File: src/rtl/comb_decim_combiner.sv
// Polyphase decimate-by-4 combiner: sums branches E1..E4 every fourth in_valid, rounds, reduces to OUT_W.
// Optional saturation via `COMB_DECIM_SAT_EN; otherwise the result wraps and sat_flag stays 0.
module comb_decim_combiner #(
    parameter int IN_W   = 17,
    parameter int OUT_W  = 16,
    parameter int SHIFT  = 2,
    parameter int WARMUP = 1
) (
    input  logic                    clk,
    input  logic                    rst,
    input  logic                    in_valid,
    input  logic signed [IN_W-1:0]  e1_in,
    input  logic signed [IN_W-1:0]  e2_in,
    input  logic signed [IN_W-1:0]  e3_in,
    input  logic signed [IN_W-1:0]  e4_in,
    input  logic                    out_ready,
    output logic signed [OUT_W-1:0] out_data,
    output logic                    out_valid,
    output logic                    overrun,
    output logic                    sat_flag
);

    localparam int SW = IN_W + 2;
    localparam int RW = SW + 1;
    localparam logic signed [RW-1:0] HALF = RW'(1) << (SHIFT - 1);

    typedef enum logic {FILL, RUN} state_t;

    logic [1:0]              phase_q, phase_d;
    logic signed [SW-1:0]    sum_q, sum_d;
    logic                    sum_vld_q, sum_vld_d;
    logic signed [OUT_W-1:0] res_q, res_d;
    logic                    res_sat_q, res_sat_d;
    logic                    res_vld_q, res_vld_d;
    state_t                  state_q, state_d;
    logic [3:0]              warm_q, warm_d;
    logic signed [OUT_W-1:0] data_q, data_d;
    logic                    valid_q, valid_d;
    logic                    ovr_q, ovr_d;
    logic                    sat_q, sat_d;

    logic                    decim;
    logic                    present;
    logic signed [RW-1:0]    rnd;
    logic signed [RW-1:0]    shifted;

    // Stage 1: phase tracking and branch sum on the decimation beat.
    always_comb begin
        decim     = in_valid && (phase_q == 2'd3);
        phase_d   = in_valid ? phase_q + 2'd1 : phase_q;
        sum_vld_d = decim;
        sum_d     = sum_q;
        if (decim) begin
            sum_d = {{2{e1_in[IN_W-1]}}, e1_in} + {{2{e2_in[IN_W-1]}}, e2_in}
                  + {{2{e3_in[IN_W-1]}}, e3_in} + {{2{e4_in[IN_W-1]}}, e4_in};
        end
    end

    // Stage 2: round half up (one guard bit keeps the +HALF from overflowing), then reduce.
    always_comb begin
        rnd       = {sum_q[SW-1], sum_q} + HALF;
        shifted   = rnd >>> SHIFT;
        res_vld_d = sum_vld_q;
        res_d     = res_q;
        res_sat_d = res_sat_q;
        if (sum_vld_q) begin
`ifdef COMB_DECIM_SAT_EN
            if (shifted > RW'((1 << (OUT_W - 1)) - 1)) begin
                res_d     = {1'b0, {(OUT_W-1){1'b1}}};
                res_sat_d = 1'b1;
            end else if (shifted < RW'(-(1 << (OUT_W - 1)))) begin
                res_d     = {1'b1, {(OUT_W-1){1'b0}}};
                res_sat_d = 1'b1;
            end else begin
                res_d     = OUT_W'(shifted);
                res_sat_d = 1'b0;
            end
`else
            res_d     = OUT_W'(shifted);
            res_sat_d = 1'b0;
`endif
        end
    end

    // Warm-up FSM: discard the first WARMUP results, then present everything.
    always_comb begin
        state_d = state_q;
        warm_d  = warm_q;
        present = 1'b0;
        case (state_q)
            FILL: begin
                if (warm_q == '0) begin
                    state_d = RUN;
                    present = res_vld_q;
                end else if (res_vld_q) begin
                    warm_d = warm_q - 4'd1;
                    if (warm_q == 4'd1) state_d = RUN;
                end
            end
            RUN:     present = res_vld_q;
            default: state_d = FILL;
        endcase
    end

    // Output register: a load wins over a concurrent transfer.
    always_comb begin
        data_d  = data_q;
        valid_d = valid_q;
        ovr_d   = ovr_q;
        sat_d   = sat_q;
        if (present) begin
            data_d  = res_q;
            valid_d = 1'b1;
            if (valid_q && !out_ready) ovr_d = 1'b1;
            if (res_sat_q) sat_d = 1'b1;
        end else if (valid_q && out_ready) begin
            valid_d = 1'b0;
        end
    end

    always_ff @(posedge clk or posedge rst) begin
        if (rst) begin
            phase_q   <= '0;
            sum_q     <= '0;
            sum_vld_q <= 1'b0;
            res_q     <= '0;
            res_sat_q <= 1'b0;
            res_vld_q <= 1'b0;
            state_q   <= FILL;
            warm_q    <= 4'(WARMUP);
            data_q    <= '0;
            valid_q   <= 1'b0;
            ovr_q     <= 1'b0;
            sat_q     <= 1'b0;
        end else begin
            phase_q   <= phase_d;
            sum_q     <= sum_d;
            sum_vld_q <= sum_vld_d;
            res_q     <= res_d;
            res_sat_q <= res_sat_d;
            res_vld_q <= res_vld_d;
            state_q   <= state_d;
            warm_q    <= warm_d;
            data_q    <= data_d;
            valid_q   <= valid_d;
            ovr_q     <= ovr_d;
            sat_q     <= sat_d;
        end
    end

    assign out_data  = data_q;
    assign out_valid = valid_q;
    assign overrun   = ovr_q;
    assign sat_flag  = sat_q;

endmodule

File: config.mk
export PLATFORM = sky130hd
export DESIGN_NAME = comb_decim_combiner
export DESIGN_NICKNAME = d
export VERILOG_FILES = /design/src/rtl/comb_decim_combiner.sv
export SDC_FILE = /design/constraint.sdc
export NUM_CORES = 1
export LEC_CHECK = 0
export ABC_AREA = 1
export CAP_MARGIN = 20
export CELL_PAD_IN_SITES_DETAIL_PLACEMENT = 1
export CELL_PAD_IN_SITES_GLOBAL_PLACEMENT = 1
export CORE_UTILIZATION = 41
export CTS_CLUSTER_SIZE = 16
export DETAILED_ROUTE_END_ITERATION = 16
export HOLD_SLACK_MARGIN = 0.12
export MAX_ROUTING_LAYER = met4
export PLACE_DENSITY_LB_ADDON = 0.1
export SLEW_MARGIN = 15
export SYNTH_ARGS = -nofsm -noshare
export SYNTH_HDL_FRONTEND = slang
export SYNTH_SLANG_ARGS = --single-unit
File: constraint.sdc
create_clock -name clk -period 2.8 [get_ports clk]
set_input_delay 0.28 -clock clk [delete_from_list [all_inputs] [get_ports clk]]
set_output_delay 0.28 -clock clk [all_outputs]
set_load 0.03 [all_outputs]
[After elaboration in Yosys (flattened, before gate mapping)]
Index checks and enable logic that the tools add are counted.
Storage, ports and cells
  input port bits: 72
  register bits: 61
  word-level logic and storage cells: 36
Operators by class
  reduce and logical (&&, ||, !) cells: 8
  muxes and demuxes: 8
  equal/unequal tests: 2
  $add $sub $neg: 6
  bitwise logic cells: 2
Operators by type and width (number)
  $add 17x17->18: 1
  $add 18x17->18: 1
  $add 18x18->18: 1
  $add 18x3->18 const B: 1
  $mux 1: 7
  $eq 4x1->1 const B: 1
  $logic_not 4->1: 1
  $sub 4x1->4 const B: 1
  $logic_and 1x1->1: 3
  $reduce_and 3->1: 1
  $add 2x1->2 const B: 1
  $eq 2x2->1 const B: 1
  $not 1->1: 2
  $pmux 1 s2: 1
  $reduce_and 2->1: 1
  $reduce_bool 2->1: 1
  $logic_not 1->1: 1

[Longest topological paths before layout]
Gate-level depths: netlist (run 1).
  depth in word-level cells: 5
  gate-level depth with buffers: 15
  mapped depth without buffers: 15

[Worst setup path after synthesis (run 1)]
OpenSTA, ideal clock, no wires.
  path kind: input to register
  start: in e1_in[1]
  end: reg sum_q[9]
  setup slack: 0.124 ns
  arrival time: 2.556 ns
  stages on the path: 13
  required time: 2.679 ns
  cells stage by stage: inv_1 fa_1 inv_1 fa_1 ha_1 fa_1 nand2_1 nand2_1 nand3_1 nand2_1 or2_0 nand3_1 o21ai_1
On the way
  longest elaborated chain between the ends: 3
Ends and longest elaborated chain
  start: declaration: line 12  | input logic signed [IN_W-1:0] e1_in,
  $add 17x17->18: line 54  | sum_d = {{2{e1_in[IN_W-1]}}, e1_in} + {{2{e2_in[IN_W-1]}}, e2_in}
  $add 18x17->18: line 55  | + {{2{e3_in[IN_W-1]}}, e3_in} + {{2{e4_in[IN_W-1]}}, e4_in};
  $add 18x18->18: line 55
  end signal: assignment: line 137  | sum_q <= sum_d;
  end: declaration: line 30  | logic signed [SW-1:0] sum_q, sum_d;
No other way between the ends.
A chain may end at the register's enable or synchronous reset.

[Final worst setup path (run 1)]
  start: in e3_in[11]
  end: reg sum_q[16]
On the way
  longest elaborated chain between the ends: 2
Ends and longest elaborated chain
  start: declaration: line 14  | input logic signed [IN_W-1:0] e3_in,
  $add 18x17->18: line 55
  $add 18x18->18: line 55
No other way between the ends.

==> flow_summary.ini, run 1 <==
[setup_path]
crit_arrival_ns = 2.90
reg2regPathDepth = 8
reg2reg_to = out_data[3]$_DFFE_PP0P_
required_ns = 3.01
start_kind = input pin
critical_path.startpoint = e3_in[11]
worst-setup-path-type = input pin to register
cp-end-kind = register
reg2reg_from = warm_q[0]$_DFFE_PP1P_
cp_max_fo = 4
ff2ff_setup_slack_ns = 1.10

[die]
die-area_sq_um = 11700
rows = 38
io_pins = 91
die_h_microns = 108
die_w_microns = 108
core_sq_um = 10900
initial_core_util_pct = 42.3

[logic_synthesis]
synth.cell_area_sq_um = 4630
synthAdderAreaFrac_pct = 20.1
synthCells = 607
synth.distinct_cells = 40
synth.yosys.seq_area_share_pct = 32.5
synth-simple-area-share_pct = 25.1
synth_compound_area_share_pct = 5.57
syn_avg_cell_area_sq_um = 7.63
synth_top_family_by_area = simple AND/OR/NAND/NOR gates
muxShareOfSynthArea_pct = 0.459
synth_xor_area_share_pct = 2.65
synth-seq-cells = 60
synth_nets = 733
synthFlopType = dfrtp_1
yosysWarnings = 0
synth_edf_count = 0
async_flop_share_pct = 100

[placement]
post-dp-hpwl_microns = 8660
port_buffers = 89
place_congestion = 0.857
dpl_cell_area_sq_um = 5810
dp.cells = 848

[sta]
setup_viol = 0
relSlewSlack_pct = 58.5
finalCriticalPeriod_ns = 2.69
clock.fmax_ghz = 0.372
rsz0062_at_grt = true
fin_crit_sh_pct = 96.0
report.final.slew_viol_count = 0
final_hold_viol_count = 0
worst_pin_slew_ns = 0.622
fin_skew_ns = 0.00528

[flow_run]
cap_violations = 0

[global_routing]
first_global_vias = 4430
grt_overflow = 0
grt_start_max_net_pins = 35
antenna_found_initial = 0
gr-usage-all-layers_pct = 21.7
grt_pass1_wl_microns = 19500

[outcome]
outcome = finished, final reports clean

[clock_network]
cts-buffers-inserted = 9
clock_path_buffers = 2
cts_tree = done
h-tree-depth = 3
clk_latency_ns = 0.32
clock_sinks = 60
cts_root_buf = clkbuf_16
clkSlewWorstSetupHoldPaths_ns = 0.05

[power_and_ir_drop]
peakVddDrop_mv = 0.513
leakage_nw = 3.37
power_density_nw_per_um2 = 850

[finish]
stdcell_count = 868
drive_gt1_share_pct = 16.9
final_cell_mix = 160 x nand2_1, 142 x inv_1, 84 x clkdlybuf4s50_1, 59 x dfrtp_1, 33 x fa_1
antenna_cells = 0
layout_commonest_cell = nand2_1
areaGrowthSynthToFinish_pct = 39.9
fillers = 1358
finalInstanceArea_sq_um = 6480
final_nets = 849

[drt]
vias = 4115
ant_nets = 0
wl_per_cell_microns = 13.2
viasPerCell = 4.74
wl_microns = 11400
first_pass_iters = 4
drcViolationCount = 0
first_iter_violations = 113

[hold_path]
hp-class = input pin to async pin
## metrics by stage
| step | util [%] | hold slack [ns] | total power [mW] | setup WS, ns | TNS [ns] |
|---|---|---|---|---|---|
| 2_1_floorplan | - | 0.367 | 3.02 | 0.124 | 0 |
| 4_1_cts | 57.0 | 0.366 | 5.29 | 0.000965 | 0 |
| 3_3_place_gp | 53.2 | 0.448 | 3.75 | -0.460 | -4.60 |
| 3_5_place_dp | 53.2 | 0.460 | 3.89 | -0.515 | -5.74 |
| 6_report | 59.2 | 0.357 | 5.51 | 0.113 | 0 |
| 5_1_grt | 59.2 | 0.402 | 5.95 | -0.0322 | -0.0946 |
## repair_timing
| item | in CTS | in global routing |
|---|---|---|
| gates resized for setup | 18 | 53 |
| hold buffers | 0 | 0 |
| setup buffers | 2 | 2 |
| pin swaps | 8 | 23 |
| endpoints found under the setup margin | 12 | 13 |
## how the worst max path moves through the flow
stage,endpoint,slack (ns),depth (start not counted)
after global placement,sum_q[9]$_DFFE_PP0P_,-0.46,14
after detailed placement,sum_q[9]$_DFFE_PP0P_,-0.52,14
final,sum_q[16]$_DFFE_PP0P_,0.11,15
after global routing,sum_q[14]$_DFFE_PP0P_,-0.03,15
after CTS,sum_q[12]$_DFFE_PP0P_,0.001,16
after floorplan,sum_q[9]$_DFFE_PP0P_,0.12,13
## critical path, stage by stage
cell	delay, ns
clkdlybuf4s50_1	0.45
inv_1	0.05
fa_1	0.49
fa_1	0.52
inv_1	0.06
ha_4	0.29
nand2_2	0.08
inv_2	0.07
nand2_2	0.07
nor3_2	0.20
nand2_2	0.09
nand2_1	0.06
nand2_1	0.05
nand3_1	0.07
nand2_1	0.06
## logic make-up after synthesis
| family | after synthesis |
|---|---|
| AND/OR/NAND/NOR | 264 |
| other | 1 |
| flip-flops | 60 |
| adder cells (fa/ha/maj) | 54 |
| buffers and inverters | 164 |
| XOR/XNOR | 14 |
| multiplexers | 2 |
| AO/OA/AOI/OAI | 48 |
## metal layers
metal | GRT usage, % | share of wire [%]
met5 | - | 0
met4 | 6.66 | 1.4
met3 | 3.62 | 2.5
met2 | 39.8 | 55
met1 | 23.8 | 41
## registers in the layout, summed over array words and instances, names as in the netlist
name / count
out_data: 16
out_valid: 1
overrun: 1
phase_q: 2
res_q: 16
res_vld_d: 1
res_vld_q: 1
state_q: 1
sum_q: 17
warm_q: 4
## where the power goes
part	switching, mW	total, mW	internal, mW
Sequential	0.257	1.47	1.21
Combinational	1.58	2.75	1.16
Clock	0.379	1.29	0.916
## layout make-up
| cell class | count | area [sq um] | share of cell area [%] |
|---|---|---|---|
| multi-input cells | 383 | 2780 | 42.9 |
| flip-flops and latches | 60 | 1500 | 23.2 |
| repair buffers | 112 | 1080 | 16.7 |
| inverters | 157 | 591 | 9.12 |
| clock buffers | 12 | 256 | 3.96 |
| well taps | 140 | 175 | 2.70 |
| clock inverters | 4 | 95.1 | 1.47 |
## synthesized netlist by cell type, types with 3 or more instances
cell type    n  area, sq um
buf_2        4         20.0
inv_1      152          571
nor2_4       3         33.8
nand3_2      3         30.0
nand2_1    178          668
o21ai_0     14         70.1
nand2_2      5         31.3
fa_1        34          681
nor2_1      22         82.6
dfrtp_1     59         1480
nor3_1       8         40.0
xnor2_1      5         43.8
xor2_1       9         78.8
nand3_1     32          160
a21oi_1     10         50.1
o21bai_1     3         22.5
ha_1        20          250
o21ai_1     16         80.1
No activity file was read; power rests on OpenSTA's default activity.
==> inputs of run 2 (changes only) <==
--- a/config.mk
+++ b/config.mk
@@ -9,6 +9,7 @@
 export CAP_MARGIN = 20
 export CELL_PAD_IN_SITES_DETAIL_PLACEMENT = 1
 export CELL_PAD_IN_SITES_GLOBAL_PLACEMENT = 1
+export CORE_MARGIN = 3
 export CORE_UTILIZATION = 41
 export CTS_CLUSTER_SIZE = 16
 export DETAILED_ROUTE_END_ITERATION = 16
==> flow_summary.ini, run 2 (synthesized netlist as in run 1, its figures left out) <==
[finish]
largest_register_ff_count = 17
final_nets = 853
final_cell_mix = 157 x nand2_1, 145 x inv_1, 85 x clkdlybuf4s50_1, 59 x dfrtp_1, 32 x fa_1
regMostFlops = sum_q
drive_gt1_share_pct = 17.6
antenna_cells = 0
stdcell_count = 872
areaGrowthSynthToFinish_pct = 41.5
layout_commonest_cell = nand2_1

[die]
rows = 38
die_h_microns = 112
core_sq_um = 10900
initial_core_util_pct = 42.3
io_pins = 91
die_w_microns = 112
die-area_sq_um = 12600

[global_routing]
grt_overflow = 0
grt_pass1_wl_microns = 20600
grt_start_max_net_pins = 29
antenna_found_initial = 0
first_global_vias = 4611
gr-usage-all-layers_pct = 20.3

[clock_network]
clkSlewWorstSetupHoldPaths_ns = 0.05
clock_sinks = 60
clock_path_buffers = 2
cts_hold_buf = 0
cts_tree = done
cts_root_buf = clkbuf_16
h-tree-depth = 3
clk_latency_ns = 0.32
cts-buffers-inserted = 9

[hold_path]
hp-class = input pin to async pin

[power_and_ir_drop]
combPwrFrac_pct = 50.4
leakage_nw = 3.39
p_switching_mw = 2.29
p_int_mw = 3.38
sw_frac_of_total_pct = 40.4
pwr-share-seq_pct = 26.0
power_density_nw_per_um2 = 865
p_clk_share_pct = 23.5
peakVddDrop_mv = 0.569

[drt]
wl_per_cell_microns = 14.1
wl_microns = 12300
ant_nets = 0
viasPerCell = 4.80
first_iter_violations = 123
drcViolationCount = 0
first_pass_iters = 4
vias = 4188

[sta]
fin_skew_ns = 0.00440
finalCriticalPeriod_ns = 2.73
clock.fmax_ghz = 0.367
worst_pin_slew_ns = 0.570
relSlewSlack_pct = 61.9
fin_crit_sh_pct = 97.4
final_hold_viol_count = 0
report.final.slew_viol_count = 0
rsz0062_at_grt = true
fin_hold_ws_ns = 0.203
setup_viol = 0

[setup_path]
crit_arrival_ns = 2.92
cp-end-kind = register
reg2reg_from = warm_q[0]$_DFFE_PP1P_
reg2reg_to = out_data[3]$_DFFE_PP0P_
cp_max_fo = 4
required_ns = 2.99
start_kind = input pin
ff2ff_setup_slack_ns = 1.10
reg2regPathDepth = 8
worst-setup-path-type = input pin to register

[placement]
post-dp-hpwl_microns = 9110
port_buffers = 89
dp.cells = 849
place_congestion = 0.833

[outcome]
outcome = finished, final reports clean

[flow_run]
cap_violations = 0
[run 2: cell types whose count changed in the layout (fill, tap and decap cells not counted), moves of 2 or more]
cell,before,now
buf_4,22,27
clkbuf_8,2,4
dlymetal6s2s_1,3,1
ha_4,10,12
inv_1,142,145
inv_2,12,9
nand2_1,160,157
nand2_2,21,23
nor3_2,6,4
[run 2: area by class of cell]
cell class	count	area (sq um)
multi-input combinational	383	2820
clock buffer	13	280
timing repair buffer	116	1090
inverter	157	591
clock inverter	3	90.1
sequential	60	1500
tap	140	175
fill	1338	4380
[run 2: repair_timing]
action | CTS | global route
gates cloned | 0 | 0
pin swaps | 9 | 29
resized for setup | 23 | 51
endpoints found under the hold margin | 0 | 0
buffers inserted | 6 | 1
endpoints found under the setup margin | 12 | 13
[run 2: worst max-delay path, stage by stage]
cell	delay [ns]
clkdlybuf4s50_1	0.46
inv_1	0.06
fa_1	0.50
fa_1	0.49
inv_1	0.06
ha_4	0.26
nand2_2	0.08
nand2_2	0.06
a21oi_2	0.18
nand2_2	0.09
or2_0	0.23
nand3_1	0.07
o21ai_1	0.08
[run 2: power groups by stage]
stage / Sequential (mW) / Clock (mW) / Combinational (mW)
CTS: 1.48 / 1.35 / 2.60
global route: 1.52 / 1.40 / 3.22
detailed placement: 1.47 / 0 / 2.43
floorplan: 1.61 / 0 / 1.41
finish: 1.48 / 1.33 / 2.86
global placement: 1.44 / 0 / 2.31
[run 2: worst max-delay path by stage]
| stage | start | to | slack (ns) | depth (start not counted) |
|---|---|---|---|---|
| detailed placement | e1_in[1] | sum_q[9]$_DFFE_PP0P_ | -0.51 | 14 |
| CTS | e1_in[13] | sum_q[14]$_DFFE_PP0P_ | 0.004 | 14 |
| floorplan | e1_in[1] | sum_q[9]$_DFFE_PP0P_ | 0.12 | 13 |
| finish | e1_in[6] | sum_q[9]$_DFFE_PP0P_ | 0.07 | 13 |
| global route | e1_in[13] | sum_q[14]$_DFFE_PP0P_ | -0.05 | 14 |
| global placement | e1_in[1] | sum_q[9]$_DFFE_PP0P_ | -0.46 | 14 |
[run 2: metal layers]
layer | GRT usage (%) | vias up | share of wire (%)
met2 | 39.0 | 83 | 56
li1 | - | 2043 | -
met5 | - | - | 0
met4 | 6.49 | 0 | 1.9
met3 | 1.62 | 22 | 2.8
met1 | 22.0 | 2040 | 40
[run 2: through the flow]
step / power, mW / worst slack, ns / util [%] / setup TNS [ns] / area (sq um)
finish: 5.67 / 0.0725 / 59.9 / 0 / 6550
global route: 6.14 / -0.0507 / 59.9 / -0.179 / 6550
CTS: 5.43 / 0.00356 / 57.7 / 0 / 6310
detailed placement: 3.90 / -0.511 / 53.1 / -5.92 / 5810
global placement: 3.75 / -0.465 / 53.1 / -4.61 / 5810
floorplan: 3.02 / 0.124 / - / 0 / 4630
